`config.mk`:
```
export PLATFORM = sky130hd
export DESIGN_NAME = life_grid_engine
export DESIGN_NICKNAME = d
export VERILOG_FILES = /design/src/rtl/life_grid_engine.sv
export SDC_FILE = /design/constraint.sdc
export NUM_CORES = 1
export LEC_CHECK = 0
export ABC_AREA = 1
export BUFFER_PORTS_ARGS = -buffer_cell sky130_fd_sc_hd__buf_2
export CORE_MARGIN = 10
export CORE_UTILIZATION = 55
export CTS_CLUSTER_SIZE = 25
export DETAILED_ROUTE_END_ITERATION = 7
export HOLD_SLACK_MARGIN = 0.15
export PLACE_DENSITY_LB_ADDON = 0.15
export SYNTH_ARGS = -nofsm -noshare
export SYNTH_HDL_FRONTEND = slang
export SYNTH_SLANG_ARGS = --single-unit
```
`constraint.sdc`:
```
create_clock -name clk -period 5.6 [get_ports clk]
set_input_delay 0.84 -clock clk [delete_from_list [all_inputs] [get_ports clk]]
set_output_delay 0.84 -clock clk [all_outputs]
set_load 0.03 [all_outputs]
```
`src/rtl/life_grid_engine.sv`:
```
// Conway's Game of Life engine: ROWS x COLS grid with PAUSE/RUN/HALT control and rate divider.
// Define TORUS_WRAP_EN for a toroidal grid; otherwise cells outside the grid count as dead.
module life_grid_engine #(
  parameter int ROWS     = 8,
  parameter int COLS     = 8,
  parameter int RATE_DIV = 1
) (
  input  logic                 clk,
  input  logic                 reset,
  input  logic                 on,
  input  logic                 load,
  input  logic                 step,
  input  logic [ROWS*COLS-1:0] seed,
  output logic [ROWS*COLS-1:0] display,
  output logic [15:0]          generation,
  output logic                 stable,
  output logic                 extinct,
  output logic                 halted
);

  localparam int unsigned N  = ROWS * COLS;
  localparam int unsigned IW = (N > 1) ? $clog2(N) : 1;
  localparam int unsigned DW = (RATE_DIV > 1) ? $clog2(RATE_DIV) : 1;

  typedef enum logic [1:0] {PAUSE, RUN, HALT} state_t;

  state_t          state, state_next;
  logic [N-1:0]    grid, grid_nxt;
  logic [DW-1:0]   div, div_next;
  logic            upd;
  logic [3:0]      cnt;
  logic            alive;

  assign display = grid;

  // Cell lookup with row 0 / column 0 in the MSB; border handling chosen at build time.
  function automatic logic cell_at(input logic [N-1:0] g, input int r, input int c);
`ifdef TORUS_WRAP_EN
    int rr;
    int cc;
    rr = (r + ROWS) % ROWS;
    cc = (c + COLS) % COLS;
    return g[IW'(ROWS*COLS - 1 - (rr*COLS + cc))];
`else
    if (r < 0 || r >= ROWS || c < 0 || c >= COLS) return 1'b0;
    return g[IW'(ROWS*COLS - 1 - (r*COLS + c))];
`endif
  endfunction

  // Next generation from the Moore-neighbourhood live count.
  always_comb begin
    grid_nxt = '0;
    cnt      = '0;
    alive    = 1'b0;
    for (int r = 0; r < ROWS; r++) begin
      for (int c = 0; c < COLS; c++) begin
        cnt = '0;
        for (int dr = -1; dr <= 1; dr++) begin
          for (int dc = -1; dc <= 1; dc++) begin
            if (dr != 0 || dc != 0) cnt = cnt + 4'(cell_at(grid, r + dr, c + dc));
          end
        end
        alive = cell_at(grid, r, c);
        grid_nxt[IW'(ROWS*COLS - 1 - (r*COLS + c))] = (cnt == 4'd3) || (alive && cnt == 4'd2);
      end
    end
  end

  // Control: load overrides any step or divider tick in the same cycle.
  always_comb begin
    state_next = state;
    div_next   = div;
    upd        = 1'b0;
    case (state)
      PAUSE: begin
        upd = step;
        if (on) begin
          state_next = RUN;
          div_next   = '0;
        end
      end
      RUN: begin
        if (!on) begin
          state_next = PAUSE;
        end else if (div == DW'(RATE_DIV - 1)) begin
          upd      = 1'b1;
          div_next = '0;
          if (grid_nxt == grid || grid_nxt == '0) state_next = HALT;
        end else begin
          div_next = div + DW'(1);
        end
      end
      HALT:    state_next = HALT;
      default: state_next = PAUSE;
    endcase
    if (load) begin
      upd        = 1'b0;
      div_next   = '0;
      state_next = on ? RUN : PAUSE;
    end
  end

  always_ff @(posedge clk) begin
    if (reset) state <= PAUSE;
    else       state <= state_next;
  end

  always_ff @(posedge clk) begin
    if (reset) begin
      grid       <= seed;
      generation <= '0;
      stable     <= 1'b0;
      extinct    <= (seed == '0);
      div        <= '0;
      halted     <= 1'b0;
    end else begin
      div    <= div_next;
      halted <= (state_next == HALT);
      if (load) begin
        grid       <= seed;
        generation <= '0;
        stable     <= 1'b0;
        extinct    <= (seed == '0);
      end else if (upd) begin
        grid       <= grid_nxt;
        generation <= (generation == 16'hFFFF) ? generation : generation + 16'd1;
        stable     <= (grid_nxt == grid);
        extinct    <= (grid_nxt == '0);
      end
    end
  end

endmodule

```
## Word-level counts from Yosys, hierarchy flattened

Index checks and enable logic that the tools add are counted.

| word-level totals | value |
|---|---|
| logic and storage cells | 268 |
| input port bits | 69 |
| flip-flop bits (word level) | 86 |

| operators by class | value |
|---|---|
| bitwise logic cells | 1 |
| multiplexer cells | 21 |
| equality and inequality tests | 55 |
| $add $sub $neg | 127 |
| reduce and logical (&&, ||, !) cells | 57 |

Operator list:

| kind | number |
|---|---|
| $add 4x1->4 | 81 |
| $mux 64 | 3 |
| $eq 4x2->1 const B | 46 |
| $logic_not 64->1 | 2 |
| $eq 32x64->1 | 1 |
| $add 2x1->3 | 15 |
| $add 1x1->2 | 21 |
| $add 3x1->4 | 8 |
| $logic_or 1x1->1 | 25 |
| $logic_and 1x1->1 | 24 |
| $add 16x1->16 const B | 1 |
| $eq 16x16->1 const B | 1 |
| $mux 1 | 10 |
| $mux 2 | 5 |
| $eq 3x2->1 const B | 2 |
| $pmux 2 s3 | 1 |
| $eq 2x2->1 const B | 2 |
| $ne 2x2->1 const B | 2 |
| $pmux 1 s2 | 2 |
| $reduce_and 3->1 | 1 |
| $reduce_bool 3->1 | 1 |
| $eq 2x1->1 const B | 1 |
| $logic_not 2->1 | 1 |
| $reduce_and 2->1 | 1 |
| other kinds (4) | 4 |

## Depth between registers and ports, before layout

Gate-level depths: netlist of the first run.

| logic depth | value |
|---|---|
| depth after elaboration | 18 |
| gate-level depth with buffers | 21 |
| gate-level depth less buffers | 21 |

## Least setup slack after synthesis of the first run

Ideal clock, no wire load.

| path | value |
|---|---|
| path kind | register -> register |
| from | register grid[9] (netlist: display[9]) |
| to | register state[0] |
| library setup time | 109 ps |
| cell stages (with the launch flop) | 19 |
| arrival | 4011 ps |
| period minus slack after synthesis | 4121 ps |
| path slack | 1479 ps |
| path buffers | 0 |
| data required time | 5491 ps |
| path through | edfxtp_1 inv_1 fa_1 fa_1 fa_1 inv_1 ha_1 fa_1 a21boi_0 nand2_1 nand2_1 nand2_1 nand3b_1 nor2_1 nand3_1 nand2_1 nand2_1 nand2_1 nor2_1 |

| between the ends | value |
|---|---|
| word-level cells in the longest chain between the ends | 14 |
| elaborated cells between the ends (all ways) | 63 |

Ends and longest elaborated chain:

| what | line | text |
|---|---|---|
| start: declaration | 28 | `logic [N-1:0] grid, grid_nxt;` |
| start signal: assignment | 125 | `grid <= grid_nxt;` |
| $add 4x1->4 / $add 1x1->2 (equally long branches) | 60 | `if (dr != 0 \|\| dc != 0) cnt = cnt + 4'(cell_at(grid, r + dr, c + dc));` |
| $add 4x1->4 / $add 2x1->3 (equally long branches) | 60 |  |
| $add 4x1->4 / $add 3x1->4 (equally long branches) | 60 |  |
| $add 4x1->4 | 60 |  |
| $eq 4x2->1 | 64 | `grid_nxt[IW'(ROWS*COLS - 1 - (r*COLS + c))] = (cnt == 4'd3) \|\| (alive && cnt == 4'd2);` |
| $logic_and 1x1->1 | 64 |  |
| $logic_or 1x1->1 | 64 |  |
| $eq 32x64->1 / $logic_not 64->1 (equally long branches) | 88 | `if (grid_nxt == grid \|\| grid_nxt == '0) state_next = HALT;` |
| $logic_or 1x1->1 * | 88 |  |
| $mux 2 * | 88 |  |
| $mux 2 * | 85 | `end else if (div == DW'(RATE_DIV - 1)) begin` |
| $mux 2 * | 83 | `if (!on) begin` |
| $pmux 2 s3 * | 74 | `case (state)` |
| $mux 2 * | 96 | `if (load) begin` |
| end signal: assignment | 105 | `else state <= state_next;` |
| end: declaration | 27 | `state_t state, state_next;` |

Mark *: on every way between the ends. The rest lies on a longest branch, timed or not.
A chain may end at the register's enable or synchronous reset.

## Final worst setup path of the first run

| path | value |
|---|---|
| from | register grid[10] (netlist: display[10]) |
| to | register state[0] |

| between the ends | value |
|---|---|
| word-level cells in the longest chain between the ends | 15 |
| elaborated cells between the ends (all ways) | 68 |

Ends and longest elaborated chain:

| what | line |
|---|---|
| $add 4x1->4 (5 in a row) | 60 |
| $eq 4x2->1 | 64 |
| $logic_and 1x1->1 | 64 |
| $logic_or 1x1->1 | 64 |
| $eq 32x64->1 / $logic_not 64->1 (equally long branches) | 88 |
| $logic_or 1x1->1 * | 88 |
| $mux 2 * | 88 |
| $mux 2 * | 85 |
| $mux 2 * | 83 |
| $pmux 2 s3 * | 74 |
| $mux 2 * | 96 |

Marked as above.

==> qor.csv, run 1 <==
metric;value;unit
status;completed;
clock_skew;0.00732;ns
crit_path_max_incr_delay;0.60;ns
synth_largest_area_cell;edfxtp_1;
yosysMostFrequentCell;inv_1;
cp-startpoint;display[10];
fmaxAchievable;232;MHz
yosysTopAreaCellShare;27.1;%
synthDistinctLibCells;37;
post_drt_wl_per_cell;16.6;um
rows;41;
hp-class;reg2reg;
synth-async-reset-ratio;0;%
syn_inst;838;
drv_slew;0;
wl;19.4;mm
max_slew_margin;32.5;%
drive_gt1_share;18.8;%
firstDrtPassIters;5;
synth_flop_cell;edfxtp_1;
ir_drop;0.283;mV
clockBufferDepth;2;
tightestPinTransition;1.01;ns
critPathSlowestCell;edfxtp_1;
synth_common_cells;inv_1 (194), nand2_1 (149), nor2_1 (98);
critPathBufInv;2;
ys_seq_elements;85;
grt.met2_usage;37.0;%
critPathKind;reg2reg;
p_leak;0.00426;uW
numPortBuffers;151;
initial_core_util;56.7;%
dpl_cell_area;0.00816;mm2
syn_avg_cell_area;8.60;um2
ant_nets;0;
drt_iter0_drc;395;
io_pins;152;
area_delta_synth_final;17.3;%
syn_nets;1032;
r2r_start;display[10];
postCtsSetupBuffers;0;
fin_tns_setup;0;ns
h-tree-depth;3;
drc;0;
clockRootBuffer;clkbuf_16;
rsz0062_at_grt;no;
regArea;0.00235;mm2
place.gp.congestion;0.917;
end_kind;register;
fill_cells;1147;
die_w;135;um
power;5560;uW
grt_pass1_wl;32.1;mm
yosysWarnings;0;
hold_path_depth;2;
die_h;135;um
r2r_slack;1.30;ns
routed-via-count;6075;
power_per_cell_area;657;mW/mm2
path_cells;inv_1 > fa_1 > fa_1 > fa_1 > inv_1 > ha_1 > fa_1 > a21boi_0 > nand2_1 > nand2_1 > nand2_1 > nand3b_1 > nor2_1 > nand3_1 > nand2_1 > nand2_1 > nand2_1 > nor2_1;
crit_fanout;9;
ctsResizeCount;0;
grt_pass1_vias;6443;
cp.depth;18;
crit_required;5.85;ns
seq_area_frac_synth;32.6;%
start_kind;register;
setup_violations;0;
r2r_end;state[0];
overflow;0;
viasPerCell;5.20;
timing_hold_violations_final;0;
r2r_cells;18;
antenna_found_initial;2;
fin_crit_sh;76.9;%
nets;1185;
top_usage_layer;met2;
maxCapViolCount;0;
core-area;0.0127;mm2
synth_edf_count;65;
insertion_delay;0.35;ns
grt_usage;22.3;%
dieArea;0.0181;mm2
ys_top_cells_by_area;edfxtp_1 (27%), fa_1 (19%), inv_1 (10%);
tritoncts;done;
critical_path.endpoint;state[0];
cts.clk_slew.worst_paths;0.07;ns
arrival;4.55;ns
use_met1;26.4;%
cts.sinks;85;
met3_usage;8.12;%
period_minus_slack;4.30;ns
synth.cell_area;0.00721;mm2
numCtsBuffers;9;
fin_area;0.00846;mm2
cp_top_family;adder cells;
hpwl;15.8;mm
multi_input_area;0.00408;mm2
grt_start_max_net_pins;59;
hold_buffers;0;
cpMostUsedCell;nand2_1;
==> metrics by stage <==
| stage | hold slack, ns | instances | utilization (%) | worst slack, ns |
|---|---|---|---|---|
| after floorplan | 0.490 | 838 | - | 1.48 |
| after global placement | 0.475 | 1152 | 64.2 | 1.44 |
| after detailed placement | 0.482 | 1152 | 64.2 | 1.35 |
| after CTS | 0.494 | 1168 | 66.4 | 1.30 |
| after global routing | 0.530 | 1168 | 66.4 | 0.943 |
| final | 0.492 | 1169 | 66.5 | 1.30 |
==> worst min path at each step <==
stage	startpoint	endpoint	slack (ns)
3_5_place_dp	generation[15]	generation[15]	0.48
6_report	generation[13]	generation[13]	0.49
3_3_place_gp	generation[13]	generation[13]	0.48
2_1_floorplan	state[1]	halted	0.49
5_1_grt	generation[15]	generation[15]	0.53
4_1_cts	generation[13]	generation[13]	0.49
==> registers in the layout, summed over array words and instances (netlist names) <==
| register | count |
|---|---|
| extinct | 1 |
| state | 2 |
| stable | 1 |
| generation | 16 |
| display | 64 |
| halted | 1 |
==> cell type report <==
cell class / instances / area share [%]
Inverter: 198 / 8.82
Tap cell: 172 / 2.55
Clock buffer: 10 / 2.71
Antenna cell: 1 / 0.0296
Sequential cell: 85 / 27.8
Multi-Input combinational cell: 544 / 48.2
Clock inverter: 6 / 0.740
Timing Repair Buffer: 153 / 9.12
==> per-layer routing <==
metal / share of wire, % / routed length (um) / vias up
met4: 1.9 / 371 / 0
met1: 41 / 7880 / 2897
met5: 0 / 0 / -
met3: 9.4 / 1820 / 21
li1: - / - / 2985
met2: 48 / 9360 / 172
==> power breakdown <==
| group | switching, uW | internal, uW |
|---|---|---|
| Combinational | 2370 | 1580 |
| Sequential | 197 | 798 |
| Clock | 270 | 346 |
==> logic make-up after synthesis <==
logic type               after synthesis  share of synthesized area [%]
buffers and inverters                209                           11.0
AND/OR/NAND/NOR                      341                           21.1
AO/OA/AOI/OAI                         78                           6.35
flip-flops                            85                           32.6
adder cells (fa/ha/maj)              125                           29.0
==> cells in the final DEF (no fill, tap or decap), types with 9 or more instances in the layout <==
cell type and instances:
inv_1 193, nand3_1 31, dfxtp_1 20, o21ai_0 34
nand4_1 26, nor4_1 11, buf_2 151, ha_1 55
o31ai_1 9, nor2_1 97, a21oi_1 15, clkbuf_16 9
nand2_1 148, fa_1 70, edfxtp_1 65
==> worst reg2reg max path, cell delays in order (launching register included) <==
cell      delay (ns)
edfxtp_1        0.60
inv_1           0.22
fa_1            0.57
fa_1            0.44
fa_1            0.50
inv_1           0.04
ha_1            0.20
fa_1            0.50
a21boi_0        0.25
nand2_1         0.11
nand2_1         0.06
nand2_1         0.05
nand3b_1        0.15
nor2_1          0.21
nand3_1         0.10
nand2_1         0.07
nand2_1         0.04
nand2_1         0.05
nor2_1          0.03
No activity file was read; power rests on OpenSTA's default activity.
==> inputs of run 2 (changes only) <==
ABC_AREA = 0   (was 1)
CORE_UTILIZATION = 51   (was 55)
clock period = 3.7 ns   (was 5.6 ns; I/O delays follow)
==> run 2 against run 1 <==
  * Sequential power grew 30%
  * The run now ends with negative setup slack left
  * Clock power grew 45%
  * Global-route usage grew 2.6 points
  * Clock skew shrank 0.0019 ns
  * Largest cell class unchanged
  * Via count grew 5.4%
  * Critical path type unchanged
==> qor.csv, run 2 <==
metric;value;unit
use_met1;30.2;%
grt.met2_usage;39.5;%
top_usage_layer;met2;
crit_fanout;3;
drc;0;
fmaxAchievable;241;MHz
grt_usage;24.9;%
antenna_found_initial;3;
met3_usage;8.44;%
ys_top_cells_by_area;edfxtp_1 (27%), fa_1 (20%), ha_1 (9.7%);
max_slew_margin;27.0;%
place.gp.congestion;0.980;
synth_edf_count;65;
drv_slew;0;
ant_nets;0;
nets;1127;
grt_start_max_net_pins;106;
antenna_cells;0;
status;finished, violations left;
fill_cells;1129;
ir_drop;0.496;mV
fin_crit_sh;112;%
insertion_delay;0.35;ns
io_pins;152;
die_w;138;um
place_inst;1101;
p_int;5230;uW
viasPerCell;5.73;
yosysTopAreaCellShare;27.5;%
p_leak;0.00429;uW
mostFrequentLayoutCells;buf_2 (151), inv_1 (103), buf_4 (99);
syn_nets;877;
clockRootBuffer;clkbuf_16;
dpl_cell_area;0.00879;mm2
final_common_cell;buf_2;
drt_iter0_drc;448;
regArea;0.00235;mm2
area_delta_synth_final;29.0;%
power.share.clock;9.1;%
period_minus_slack;4.16;ns
ys_seq_elements;85;
start_kind;register;
seq_area_frac_synth;33.1;%
largest_reg_flops;64;
yosysMostFrequentCell;inv_1;
post_drt_wl_per_cell;20.7;um
power_per_cell_area;1080;mW/mm2
overflow;0;
firstDrtPassIters;5;
pwr-share-seq;13.1;%
cts.clk_slew.worst_paths;0.07;ns
rows;43;
arrival;4.41;ns
synth-async-reset-ratio;0;%
synthDistinctLibCells;60;
die_h;138;um
pwr-share-comb;77.9;%
critPathKind;reg2reg;
instances_no_fill;1118;
end_kind;register;
syn_avg_cell_area;10.4;um2
h-tree-depth;3;
hpwl;19.2;mm
tritoncts;done;
syn_inst;683;
swShare;47.2;%
rsz0062_at_grt;yes;
drive_gt1_share;32.3;%
synth.cell_area;0.00710;mm2
fin_area;0.00916;mm2
clock_skew;0.00539;ns
maxCapViolCount;0;
setup_violations;4;
timing_hold_violations_final;0;
crit_required;3.96;ns
clockBufferDepth;2;
dieArea;0.0190;mm2
grt_pass1_vias;6778;
numPortBuffers;151;
grt_pass1_wl;36.0;mm
numCtsBuffers;9;
core-area;0.0138;mm2
hp-class;in2reg;
violations;negative setup slack;
wl;23.2;mm
switchingPower;4670;uW
synth_flop_cell;edfxtp_1;
multi_input_area;0.00439;mm2
routed-via-count;6403;
tightestPinTransition;1.09;ns
fin_ws;-0.455;ns
synth_common_cells;inv_1 (108), fa_1 (70), edfxtp_1 (65);
cts.sinks;85;
initial_core_util;51.5;%
synth_largest_area_cell;edfxtp_1;
yosysWarnings;0;
[run 2: cell count changes after synthesis, moves of 7 or more]
cell	change
nor2_1	-64
nand2_1	-107
and2_1	+35
inv_1	-86
nor2b_1	+18
nor3_2	-7
nand2b_1	+10
mux2i_1	+8
a211oi_1	+8
nand4_1	-13
nor4_1	+15
xnor2_1	+8
nand3_1	-22
[run 2: critical path, stage by stage, from the launching register on]
cell and delay [ns]:
edfxtp_1 0.40, inv_2 0.09, buf_4 0.11, fa_1 0.41
fa_1 0.46, fa_1 0.50, inv_1 0.05, ha_2 0.18
fa_1 0.45, and3b_1 0.22, a22oi_2 0.14, nand4_1 0.13
a2111oi_2 0.24, nand4_1 0.24, buf_4 0.22, o32ai_2 0.22
[run 2: kinds of logic after synthesis]
family / synth area share (%)
fa+ha+maj: 29.4
xor+xnor: 1.36
compound gates: 10.4
flops: 33.1
buf+inv: 6.34
mux: 1.60
simple gates: 17.7
[run 2: metal layers]
metal | wire (um) | up-vias | share of wire (%)
met1 | 9050 | 3147 | 39
met2 | 10800 | 296 | 47
met5 | 23 | - | 0.099
li1 | - | 2897 | -
met3 | 2430 | 59 | 10
met4 | 819 | 4 | 3.5
[run 2: path summary, 6_finish.rpt]
check              from     endpoint  slack, ns  cells after the start
min reg2reg      stable       stable       0.50                      2
min            seed[24]  display[24]       0.48                      2
max reg2reg  display[9]       halted      -0.46                     15
max          display[9]       halted      -0.46                     15
[run 2: final cells by class]
class | instances | share of cell area [%]
clock inverters | 7 | 0.574
multi-input cells | 478 | 47.9
clock buffers | 9 | 2.46
repair buffers | 251 | 16.5
flip-flops and latches | 85 | 25.7
well taps | 180 | 2.46
inverters | 108 | 4.43
[run 2: timing repair]
| action | in CTS | in global routing |
|---|---|---|
| pin swaps | 10 | 4 |
| resized for setup | 11 | 7 |
| hold buffers | 0 | 0 |
| setup buffers | 1 | 0 |
| endpoints found under the setup margin | 4 | 7 |
[run 2: through the flow]
| step | hold WS [ns] | util, % | setup WS [ns] | total power (uW) | setup TNS (ns) |
|---|---|---|---|---|---|
| floorplan | 0.509 | - | -0.652 | 5840 | -2.04 |
| global placement | 0.461 | 63.8 | -0.418 | 8190 | -1.57 |
| detailed placement | 0.472 | 63.8 | -0.564 | 8710 | -2.17 |
| CTS | 0.471 | 66.3 | -0.479 | 9740 | -1.76 |
| global route | 0.492 | 66.5 | -0.627 | 10800 | -2.47 |
| finish | 0.481 | 66.5 | -0.455 | 9890 | -1.75 |
[run 2: power groups by stage]
stage / sequential [uW] / clock, uW / combinational (uW)
floorplan: 1670 / 0 / 4170
global placement: 1310 / 0 / 6880
detailed placement: 1310 / 0 / 7390
CTS: 1290 / 905 / 7540
global route: 1310 / 947 / 8580
finish: 1290 / 896 / 7700
